**src/rtl/gate_op_pkg.sv**
```systemverilog
// Shared types and constants for the round-robin shared gate-op arbiter.
// Opcodes above OP_LAST_LEGAL are reported as errors with a zero result.
package gate_op_pkg;

    typedef enum logic [2:0] {
        OP_AND  = 3'd0,
        OP_OR   = 3'd1,
        OP_NAND = 3'd2,
        OP_NOR  = 3'd3,
        OP_XOR  = 3'd4,
        OP_XNOR = 3'd5
    } gate_op_e;

    typedef enum logic {
        ST_IDLE = 1'b0,
        ST_HOLD = 1'b1
    } state_e;

    localparam logic [2:0] OP_LAST_LEGAL = 3'd5;

endpackage

```
**src/rtl/gate_op_unit.sv**
```systemverilog
// Combinational two-operand bitwise logic unit shared by all requesters.
// Illegal opcodes yield a zero result with err raised.
module gate_op_unit
    import gate_op_pkg::*;
#(
    parameter int WIDTH = 8
) (
    input  logic [WIDTH-1:0] a,
    input  logic [WIDTH-1:0] b,
    input  logic [2:0]       op,
    output logic [WIDTH-1:0] y,
    output logic             err
);

    always_comb begin
        y   = '0;
        err = (op > OP_LAST_LEGAL);
        case (gate_op_e'(op))
            OP_AND:  y = a & b;
            OP_OR:   y = a | b;
            OP_NAND: y = ~(a & b);
            OP_NOR:  y = ~(a | b);
            OP_XOR:  y = a ^ b;
            OP_XNOR: y = ~(a ^ b);
            default: y = '0;
        endcase
    end

endmodule

```
**src/rtl/gate_op_arbiter.sv**
```systemverilog
// Round-robin arbiter sharing one gate_op_unit among NREQ requesters,
// with a single registered response slot that supports back-to-back issue.
module gate_op_arbiter
    import gate_op_pkg::*;
#(
    parameter int NREQ  = 4,
    parameter int WIDTH = 8,
    parameter int IDW   = $clog2(NREQ)
) (
    input  logic                  clk,
    input  logic                  rst_n,
    input  logic [NREQ-1:0]       req_valid,
    output logic [NREQ-1:0]       req_ready,
    input  logic [3*NREQ-1:0]     req_op,
    input  logic [WIDTH*NREQ-1:0] req_a,
    input  logic [WIDTH*NREQ-1:0] req_b,
    output logic                  rsp_valid,
    input  logic                  rsp_ready,
    output logic [WIDTH-1:0]      rsp_data,
    output logic [IDW-1:0]        rsp_id,
    output logic                  rsp_err
);

    state_e           state_q, state_d;
    logic [IDW-1:0]   ptr_q, ptr_d;
    logic [WIDTH-1:0] data_q, data_d;
    logic [IDW-1:0]   id_q, id_d;
    logic             err_q, err_d;

    logic             open_win;
    logic             gnt_any;
    logic [IDW-1:0]   gnt_idx;
    logic [IDW-1:0]   cand;
    logic [2:0]       sel_op;
    logic [WIDTH-1:0] sel_a;
    logic [WIDTH-1:0] sel_b;
    logic [WIDTH-1:0] unit_y;
    logic             unit_err;

    // Window is gated by rst_n so req_ready stays low throughout reset.
    always_comb begin
        open_win = rst_n && ((state_q == ST_IDLE) || rsp_ready);
        gnt_any  = 1'b0;
        gnt_idx  = '0;
        cand     = '0;
        if (open_win) begin
            for (int unsigned i = 0; i < NREQ; i++) begin
                cand = IDW'((32'(ptr_q) + i) % 32'(NREQ));
                if (!gnt_any && req_valid[cand]) begin
                    gnt_any = 1'b1;
                    gnt_idx = cand;
                end
            end
        end
    end

    always_comb begin
        req_ready = '0;
        if (gnt_any) begin
            req_ready[gnt_idx] = 1'b1;
        end
    end

    always_comb begin
        sel_op = req_op[3*gnt_idx +: 3];
        sel_a  = req_a[WIDTH*gnt_idx +: WIDTH];
        sel_b  = req_b[WIDTH*gnt_idx +: WIDTH];
    end

    gate_op_unit #(
        .WIDTH (WIDTH)
    ) u_unit (
        .a   (sel_a),
        .b   (sel_b),
        .op  (sel_op),
        .y   (unit_y),
        .err (unit_err)
    );

    always_comb begin
        state_d = state_q;
        ptr_d   = ptr_q;
        data_d  = data_q;
        id_d    = id_q;
        err_d   = err_q;

        if (gnt_any) begin
            ptr_d = (gnt_idx == IDW'(NREQ - 1)) ? '0 : gnt_idx + 1'b1;
        end

        case (state_q)
            ST_IDLE: begin
                if (gnt_any) begin
                    state_d = ST_HOLD;
                    data_d  = unit_y;
                    id_d    = gnt_idx;
                    err_d   = unit_err;
                end
            end
            ST_HOLD: begin
                if (rsp_ready) begin
                    if (gnt_any) begin
                        data_d = unit_y;
                        id_d   = gnt_idx;
                        err_d  = unit_err;
                    end else begin
                        state_d = ST_IDLE;
                    end
                end
            end
            default: state_d = ST_IDLE;
        endcase
    end

    always_ff @(posedge clk or negedge rst_n) begin
        if (!rst_n) begin
            state_q <= ST_IDLE;
            ptr_q   <= '0;
            data_q  <= '0;
            id_q    <= '0;
            err_q   <= 1'b0;
        end else begin
            state_q <= state_d;
            ptr_q   <= ptr_d;
            data_q  <= data_d;
            id_q    <= id_d;
            err_q   <= err_d;
        end
    end

    assign rsp_valid = (state_q == ST_HOLD);
    assign rsp_data  = data_q;
    assign rsp_id    = id_q;
    assign rsp_err   = err_q;

endmodule

```
**config.mk**
```make
export PLATFORM = sky130hd
export DESIGN_NAME = gate_op_arbiter
export DESIGN_NICKNAME = d
export VERILOG_FILES = /design/src/rtl/gate_op_pkg.sv /design/src/rtl/gate_op_unit.sv /design/src/rtl/gate_op_arbiter.sv
export SDC_FILE = /design/constraint.sdc
export NUM_CORES = 1
export LEC_CHECK = 0
export ABC_AREA = 1
export CELL_PAD_IN_SITES_DETAIL_PLACEMENT = 1
export CELL_PAD_IN_SITES_GLOBAL_PLACEMENT = 1
export CORE_MARGIN = 2
export CORE_UTILIZATION = 31
export CTS_CLUSTER_SIZE = 28
export DETAILED_ROUTE_END_ITERATION = 10
export PLACE_DENSITY_LB_ADDON = 0.15
export SLEW_MARGIN = 20
export SYNTH_ARGS = -nofsm -noshare
export SYNTH_HDL_FRONTEND = slang
export SYNTH_SLANG_ARGS = --single-unit
```
**constraint.sdc**
```tcl
create_clock -name clk -period 7.05 [get_ports clk]
set_input_delay 1.0575 -clock clk [delete_from_list [all_inputs] [get_ports clk]]
set_output_delay 1.0575 -clock clk [all_outputs]
set_load 0.01 [all_outputs]
```
After elaboration in Yosys (flattened, before gate mapping) --
Cells that the tools add are included.
Operators by class: add/sub/neg operators 4, multipliers 1, $lt $le $gt $ge 7, eq/ne operators 7, shifts and indexed selects 3, mux-type cells 38, bitwise gates (word level) 7, reductions and logical operators 10
Operators with widths (number):
- 32-bit by 6-bit indexed part select with 8-bit output | 2
- 8-bit case mux with 6 select lines | 1
- 8-bit inverter | 3
- 1-bit 2-to-1 mux | 17
- 2-bit 2-to-1 mux | 8
- 8-bit 2-to-1 mux | 2
- 8-bit case mux with 2 select lines | 1
- 2-bit by 3-bit less-than comparator with 1-bit output (second input constant) | 5
- 12-bit by 5-bit indexed part select with 3-bit output | 1
- 8-bit bitwise AND | 1
- 1-bit binary-select mux with 2-bit select | 4
- 8-bit OR | 1
- 8-bit bitwise XOR | 1
- 3-bit by 2-bit equality test with 1-bit output (second input constant) | 2
- 3-bit equality test (second input constant) | 2
- 1-bit logical AND | 5
- 2-bit by 1-bit adder with 2-bit output (second input constant) | 2
- 2-bit adder (second input constant) | 2
- 2-bit by 2-bit multiplier with 4-bit output (first input constant) | 1
- 4-bit 2-to-1 mux | 1
- 1-bit case mux with 2 select lines | 2
- 2-bit case mux with 2 select lines | 1
- 3-bit by 1-bit equality test with 1-bit output (second input constant) | 1
- 3-bit greater-than comparator (second input constant) | 1
- other kinds (8) | 10
Word-level totals: bits in registers 14, output and inout port bits 16, logic and storage cells 82

Logic depth before layout (Yosys ltp) --
Gate-level depths: netlist (run 1).
depth in word-level cells 23, gate-level depth with buffers 25, depth with buffers taken out 23

Cells and area by module --
A second synthesis (run 1) with hierarchy kept.
Second synthesis, totals: cell total of the unflattened synthesis 486, area, all modules 2757.6 um2
By module, submodules not included:
- gate_op_arbiter | times used 1, cells each 332, area each 1848.0 um2
- gate_op_unit | times used 1, cells each 154, area each 909.6 um2

Least setup slack after synthesis (run 1) --
Ideal clock, no wire load.
path kind input port to output port, start in req_valid[3], end out req_ready[0], data arrival time 2.595 ns, data required time 5.992 ns, setup slack 3.398 ns, stages 14, path buffers 2, cell sequence inv_1 -> nand2_1 -> nand3_1 -> nand2_1 -> nor2_4 -> nand3_2 -> nand2_4 -> inv_4 -> nand2_8 -> buf_12 -> clkbuf_1 -> ha_1 -> inv_1 -> nor2_1
Between the ends: longest elaborated chain between the ends 21
RTL lines:
- start, declared | RTL line gate_op_arbiter.sv:12 | input logic [NREQ-1:0] req_valid,
- 1-bit binary-select mux with 2-bit select | RTL line gate_op_arbiter.sv:49 | if (!gnt_any && req_valid[cand]) begin
- 1-bit 2-to-1 mux (not written as such) | RTL line gate_op_arbiter.sv:49
- 1-bit 2-to-1 mux | RTL line gate_op_arbiter.sv:49
- 1-bit 2-to-1 mux | RTL line gate_op_arbiter.sv:46 | if (open_win) begin
- 1-bit logical NOT | RTL line gate_op_arbiter.sv:49
- 1-bit logical AND | RTL line gate_op_arbiter.sv:49
- 1-bit 2-to-1 mux | RTL line gate_op_arbiter.sv:49
- 1-bit 2-to-1 mux | RTL line gate_op_arbiter.sv:46
- (+5 left out)
- 1-bit logical AND | RTL line gate_op_arbiter.sv:49
- 2-bit 2-to-1 mux | RTL line gate_op_arbiter.sv:49
- 2-bit 2-to-1 mux | RTL line gate_op_arbiter.sv:46
- 2-bit by 3-bit less-than comparator with 1-bit output (not written as such) / 2-bit by 1-bit >= comparator with 1-bit output (equally long branches) | RTL line gate_op_arbiter.sv:60 | req_ready[gnt_idx] = 1'b1;
- 1-bit logical AND (not written as such) | RTL line gate_op_arbiter.sv:60
- 1-bit 2-to-1 mux (not written as such) | RTL line gate_op_arbiter.sv:60
- 1-bit demux with 2-bit select | RTL line gate_op_arbiter.sv:60
- 4-bit 2-to-1 mux (*) | RTL line gate_op_arbiter.sv:59 | if (gnt_any) begin
- end, declared | RTL line gate_op_arbiter.sv:13 | output logic [NREQ-1:0] req_ready,
Every way passes the cells marked *; elsewhere a longest branch is shown, timed or not. The select of a mux whose other input is x is not followed.

Final worst setup path (run 1) --
start in rst_n, end out req_ready[3]
Between the ends: longest elaborated chain between the ends 7
RTL lines:
- start, declared | RTL line gate_op_arbiter.sv:11 | input logic rst_n,
- 1-bit logical AND (*) | RTL line gate_op_arbiter.sv:42 | open_win = rst_n && ((state_q == ST_IDLE) || rsp_ready);
- 2-bit 2-to-1 mux | RTL line gate_op_arbiter.sv:46
- 2-bit by 3-bit less-than comparator with 1-bit output (not written as such) / 2-bit by 1-bit >= comparator with 1-bit output (equally long branches) | RTL line gate_op_arbiter.sv:60
- 1-bit logical AND (not written as such) | RTL line gate_op_arbiter.sv:60
- 1-bit 2-to-1 mux (not written as such) | RTL line gate_op_arbiter.sv:60
- 1-bit demux with 2-bit select | RTL line gate_op_arbiter.sv:60
- 4-bit 2-to-1 mux (*) | RTL line gate_op_arbiter.sv:59
Every way passes the cells marked *; elsewhere a longest branch is shown, timed or not.

==> results of run 1 <==
[registers in the layout, indices dropped and copies added (netlist names)]
signal     flops
rsp_id         2
rsp_valid      1
rsp_err        1
ptr_q          2
rsp_data       8
[worst max-delay path by stage]
stage	start	to	slack [ns]	cells past startpoint
2_1_floorplan	req_valid[3]	req_ready[0]	3.40	14
3_3_place_gp	rst_n	req_ready[3]	1.82	10
3_5_place_dp	rst_n	req_ready[2]	1.79	10
4_1_cts	rst_n	req_ready[3]	1.81	10
5_1_grt	rst_n	req_ready[3]	1.51	10
6_report	rst_n	req_ready[3]	1.88	10
[power groups by stage]
| stage | Sequential, mW | Clock, mW | Combinational, mW |
|---|---|---|---|
| 2_1_floorplan | 0.155 | 0 | 0.962 |
| 3_3_place_gp | 0.155 | 0 | 1.24 |
| 3_5_place_dp | 0.156 | 0 | 1.29 |
| 4_1_cts | 0.155 | 0.0783 | 1.30 |
| 5_1_grt | 0.160 | 0.0816 | 1.48 |
| 6_report | 0.154 | 0.0767 | 1.27 |
[layout make-up]
class | instances | area [sq um]
inverter | 59 | 229.0
tap | 102 | 127.6
sequential | 14 | 350.3
multi-input combinational | 344 | 1739
clock buffer | 4 | 55.05
timing repair buffer | 99 | 988.4
fill | 1053 | 4118
[metal layers]
layer	track usage, %	wire, um	vias up
met5	0	0	-
met4	3.234	80	0
met3	2.054	314	8
met2	32.54	3528	76
met1	23.13	3550	1249
li1	-	-	1488
[per-stage QoR]
stage                     setup WS, ns  hold WS, ns  area, sq um  util [%]  power [mW]
after global placement           1.816       0.4738         3435     45.15       1.395
after global routing             1.509       0.5188         3490     45.87       1.719
after CTS                        1.811       0.4864         3490     45.87       1.531
after floorplan                  3.398       0.5155         2405         -       1.117
final                            1.878       0.4843         3490     45.87       1.503
after detailed placement         1.792       0.4704         3435     45.15       1.448
[Yosys cell counts (all sizes together)]
cell,n
nand2,155
nor2,96
inv,59
nand3,35
o21ai,35
ha,20
dfrtp,14
buf,10
clkbuf,4
a21oi,1
o21a,1
o31ai,1
[cell families after synthesis]
group / after synthesis / synth area share (%)
AO/OA/AOI/OAI: 38 / 8.117
AND/OR/NAND/NOR: 286 / 53.80
buffers and inverters: 73 / 13.11
adder cells (fa/ha/maj): 20 / 10.41
flip-flops: 14 / 14.57
[worst max-delay path, cell delays in order]
cell	delay, ns
clkdlybuf4s50_1	0.91
o21a_1	0.28
nand2_1	0.08
inv_2	0.05
nand2_2	0.31
inv_2	0.50
ha_1	0.23
inv_1	0.04
nor2_1	0.11
clkdlybuf4s50_1	0.54
[cells in the final DEF (no fill, tap or decap)]
master and count:
a21oi_1 1, buf_4 1, clkbuf_8 4, clkdlybuf4s50_1 98, dfrtp_1 14, ha_1 20, inv_1 54, inv_2 3
inv_4 1, inv_6 1, nand2_1 139, nand2_2 11, nand2_4 4, nand2_8 1, nand3_1 25, nand3_2 4
nand3_4 6, nor2_1 95, nor2_4 1, o21a_1 1, o21ai_0 33, o21ai_1 2, o31ai_1 1
==> impl_metrics.csv, run 1 <==
group,metric,value,unit
detailed_routing,final_antenna_net_count,0,
sta,skew,0.001849,ns
worst_hold_path,min_from,"rsp_data[6]",
worst_hold_path,min_to,"rsp_data[6]",
placed_design,dp_cells,618,
critical_path,r2r_start,"ptr_q[0]",
floorplanning,die_w,92.08,um
detailed_routing,via_per_inst,4.535,
critical_path,startpoint_type,"input port",
cts,clkSinkCount,14,
synthesis,syn_inst,431,
power,p_seq_share,10.2,%
critical_path,crit_path_end_kind,"primary output",
floorplanning,coreArea,7607,sq um
worst_hold_path,hold_depth,2,
power,p_clk_share,5.1,%
sta,min_period,5.172,ns
detailed_routing,drt_iter0_markers,65,
placed_design,place.port_buffers,98,
synthesis,yosysSeqAreaShare,14.57,%
critical_path,path_class,"input port to primary output",
critical_path,required,5.99,ns
cts,cts-root-buf,"clkbuf_8",
synthesis,ys_ff_latch,14,
placed_design,hpwl,6.188,mm
layout,drive_gt1_share,7.115,%
layout,final_nets,624,
layout,instances_no_fill,622,
detailed_routing,wl_per_cell,12.01,um
sta,worst_slew_pin_slew,0.6797,ns
status,outcome,"finished, final reports clean",
floorplanning,num_rows,32,
sta,maxSlewViolCount,0,
critical_path,worst-path-max-fanout,25,
sta,finalSetupViolations,0,
critical_path,crit_arrival,4.11,ns
cts,clk_latency,0.24,ns
synthesis,synth_warnings,0,
sta,finalCritPeriodShare,73.36,%
grt,track_usage,17.98,%
cts,cts_buffer_depth,2,
synthesis,synth_area_leaders,"nand2_1, nor2_1, dfrtp_1, ha_1, inv_1",
detailed_routing,wl,7.473,mm
worst_hold_path,worstHoldPathType,"flop to flop",
synthesis,avgSynthCellArea,5.580,sq um
grt,grt_start_max_net_pins,43,
critical_path,r2r_setup_slack,3.45,ns
layout,diodes,0,
power,intPower,654.8,uW
power,ir_drop,112.1,uV
floorplanning,initial_core_util,31.61,%
cts,postCtsSetupBuffers,0,
cts,path_clk_slew,0.06,ns
sta,finalHoldViolations,0,
synthesis,yosysTopAreaCell,"nand2_1",
critical_path,rr_worst_depth,23,
power,power.density,430.8,nW/um^2
detailed_routing,drc,0,
grt,grt_pass1_vias,2869,
synthesis,yosysUniqueCellTypes,24,
sta,rsz0062_at_grt,"no",
sta,slew_headroom,54.54,%
power,power_switching,848.6,uW
grt,grt_antenna_before_repair,0,
cts,holdBufCountCts,0,
synthesis,syn_area,2405,sq um
synthesis,synth_nets,534,
critical_path,r2r-end,"rsp_data[2]",
detailed_routing,vias,2821,
floorplanning,die_height,92.08,um
grt,overflow,0,
power,p_sw_share,56.45,%
floorplanning,pin_count,99,
grt,grt_pass1_wl,12.79,mm
cts,postCtsResizedCells,0,
power,leakagePower,1.813,nW
sta,setup_tns,0,ns
detailed_routing,first_pass_iters,4,
sta,maxClockFrequency,0.1934,GHz
cts,htreeDepth,1,
power,p_comb_share,84.7,%
placed_design,gp_congestion,0.8793,
synthesis,synth_top_area_share,21.70,%
cts,cts_made_buffers,3,
floorplanning,die-area,8478,sq um
cts,cts_tree,"yes",
job,drv_cap,0,
layout,areaGrowthSynthToFinish,45.11,%
No activity file was read; power rests on OpenSTA's default activity.
==> run 2: changes to the inputs <==
--- a/config.mk
+++ b/config.mk
@@ -9,7 +9,7 @@
 export CELL_PAD_IN_SITES_DETAIL_PLACEMENT = 1
 export CELL_PAD_IN_SITES_GLOBAL_PLACEMENT = 1
 export CORE_MARGIN = 2
-export CORE_UTILIZATION = 31
+export CORE_UTILIZATION = 28
 export CTS_CLUSTER_SIZE = 28
 export DETAILED_ROUTE_END_ITERATION = 10
 export PLACE_DENSITY_LB_ADDON = 0.15
==> constraint.sdc (replaced) <==
create_clock -name clk -period 5.03 [get_ports clk]
set_input_delay 0.7545 -clock clk [delete_from_list [all_inputs] [get_ports clk]]
set_output_delay 0.7545 -clock clk [all_outputs]
set_load 0.01 [all_outputs]
==> run 2 against run 1 <==
Critical path depth is 5 higher. Final cell count is 0.64% higher. Power is 40% higher. Count of clock-buffer cells in the layout is 1 lower. Sequential share of layout area hardly changed. Clock skew is 0.0021 ns higher. Cell area is 0.14% higher. Register-to-register slack worse by 2.0 ns. Largest power group unchanged.
==> impl_metrics.csv, run 2 (synthesis gave the netlist of run 1 again) <==
group,metric,value,unit
layout,final_nets,626,
floorplanning,die_w,96.68,um
sta,maxClockFrequency,0.2398,GHz
layout,layout_commonest_cell,"nand2_1",
layout,largest_reg_flops,8,
cts,postCtsResizedCells,0,
critical_path,crit_arrival,3.42,ns
grt,track_usage,16.33,%
cts,clkSinkCount,14,
cts,path_clk_slew,0.05,ns
critical_path,slowest_stage,"clkdlybuf4s50_1",
power,power.density,600.6,nW/um^2
critical_path,r2r_start,"ptr_q[0]",
power,leakagePower,1.815,nW
power,power,2.099,mW
floorplanning,die_height,96.68,um
critical_path,cpMostUsedCell,"inv_1",
job,drv_cap,0,
floorplanning,initial_core_util,29.12,%
sta,slew_headroom,66.81,%
floorplanning,die-area,9346,sq um
cts,cts_made_buffers,3,
detailed_routing,drc,0,
floorplanning,pin_count,99,
placed_design,dp_cells,623,
sta,finalSetupViolations,0,
layout,mostFrequentLayoutCells,"nand2_1, clkdlybuf4s50_1, nor2_1",
grt,use_met1,22.73,%
power,ir_drop,160.2,uV
critical_path,rr_worst_depth,23,
cts,cts-root-buf,"clkbuf_8",
cts,clk_latency,0.24,ns
cts,holdBufCountCts,0,
floorplanning,num_rows,33,
critical_path,startpoint_type,"input port",
sta,min_period,4.170,ns
sta,setup_tns,0,ns
sta,rsz0062_at_grt,"no",
critical_path,r2r_setup_slack,1.41,ns
critical_path,worst-path-max-fanout,42,
grt,top_usage_layer,"met2",
cts,postCtsSetupBuffers,0,
sta,hold_slack,0.4794,ns
grt,grt_pass1_wl,13.16,mm
sta,worst_slew_pin_slew,0.4971,ns
layout,diodes,0,
layout,areaGrowthSynthToFinish,45.32,%
layout,multi_input_area,1739,sq um
grt,use_met2,28.42,%
grt,grt_pass1_vias,2919,
critical_path,cp-endpoint,"req_ready[1]",
detailed_routing,via_per_inst,4.495,
grt,global_route.usage.met3,1.517,%
critical_path,path_cells,"clkdlybuf4s50_1, inv_1, nand2_1, nand3_1, nand2_1, nor2_4, nand3_2, nand2_4, inv_4, nand2_8, inv_1, ha_1, inv_1, nor2_1, clkdlybuf4s50_1",
detailed_routing,final_antenna_net_count,0,
sta,maxSlewViolCount,0,
cts,htreeDepth,1,
critical_path,cp.depth,15,
sta,finalCritPeriodShare,82.90,%
layout,drive_gt1_share,7.294,%
sta,finalHoldViolations,0,
detailed_routing,vias,2814,
placed_design,gp_congestion,0.8397,
critical_path,cp-startpoint,"req_valid[1]",
grt,grt_start_max_net_pins,43,
placed_design,place.port_buffers,98,
critical_path,crit_buf_inv,6,
critical_path,crit_path_end_kind,"primary output",
critical_path,critPathMaxStageDelay,0.55,ns
grt,grt_antenna_before_repair,0,
detailed_routing,wl_per_cell,12.04,um
cts,cts_tree,"yes",
cts,cts_buffer_depth,2,
critical_path,required,4.28,ns
critical_path,path_class,"input port to primary output",
detailed_routing,wl,7.534,mm
worst_hold_path,worstHoldPathType,"flop to flop",
detailed_routing,drt_iter0_markers,60,
critical_path,r2r-end,"rsp_data[0]",
layout,regArea,350.3,sq um
floorplanning,coreArea,8258,sq um
sta,skew,0.003953,ns
layout,instances_no_fill,626,
grt,overflow,0,
critical_path,cp_top_family,"buffers and inverters",
placed_design,hpwl,6.119,mm
detailed_routing,first_pass_iters,4,
status,outcome,"finished, final reports clean",
layout,fillers,1115,
==> run 2: how the worst min path moves through the flow <==
stage / from / endpoint / slack [ns] / cells after the start
finish: rsp_data[3] / rsp_data[3] / 0.48 / 2
global placement: rsp_data[3] / rsp_data[3] / 0.47 / 2
CTS: rsp_data[3] / rsp_data[3] / 0.49 / 2
floorplan: rst_n / ptr_q[0] / 0.46 / 0
detailed placement: rsp_data[3] / rsp_data[3] / 0.47 / 2
global route: rsp_data[4] / rsp_data[4] / 0.50 / 2
==> run 2: final cells by class <==
cell class | instances | area share [%]
inverter | 59 | 6.552
sequential | 14 | 10.03
clock buffer | 3 | 1.182
timing repair buffer | 101 | 28.71
tap | 105 | 3.759
multi-input combinational | 344 | 49.77
==> run 2: power by group <==
group          leakage (nW)  total (mW)  switching [mW]  internal [mW]
Combinational          1.62        1.80            1.12          0.683
Sequential            0.171       0.212          0.0442          0.168
Clock                0.0216      0.0874          0.0347         0.0527
==> run 2: routing by layer <==
layer	share of wire, %	vias up
met5	0	-
li1	-	1485
met1	50	1261
met4	0.36	0
met3	3.2	2
met2	46	66
==> run 2: worst reg2reg max path: stages, from the launching register on <==
cell	delay, ns
dfrtp_1	0.62
inv_6	0.11
nand2_1	0.09
nand2_1	0.10
nor2_1	0.16
nor2_1	0.08
nand3_2	0.09
nand2_4	0.14
inv_4	0.22
nand2_8	0.20
inv_1	0.23
buf_4	0.32
nor2_1	0.10
nor2_1	0.08
o21ai_0	0.10
nand2_1	0.09
inv_1	0.05
ha_1	0.30
inv_1	0.06
nand2_1	0.05
nand2_1	0.06
nand3_1	0.11
nand2_1	0.11
nand2_1	0.07
==> run 2: metrics by stage <==
step                      utilization (%)  worst slack (ns)  instance area, sq um
after global routing                42.32            0.6503                  3495
final                               42.32            0.8601                  3495
after floorplan                         -             1.984                  2405
after CTS                           42.32            0.8418                  3495
after detailed placement            41.82            0.8504                  3453
after global placement              41.82            0.9365                  3453
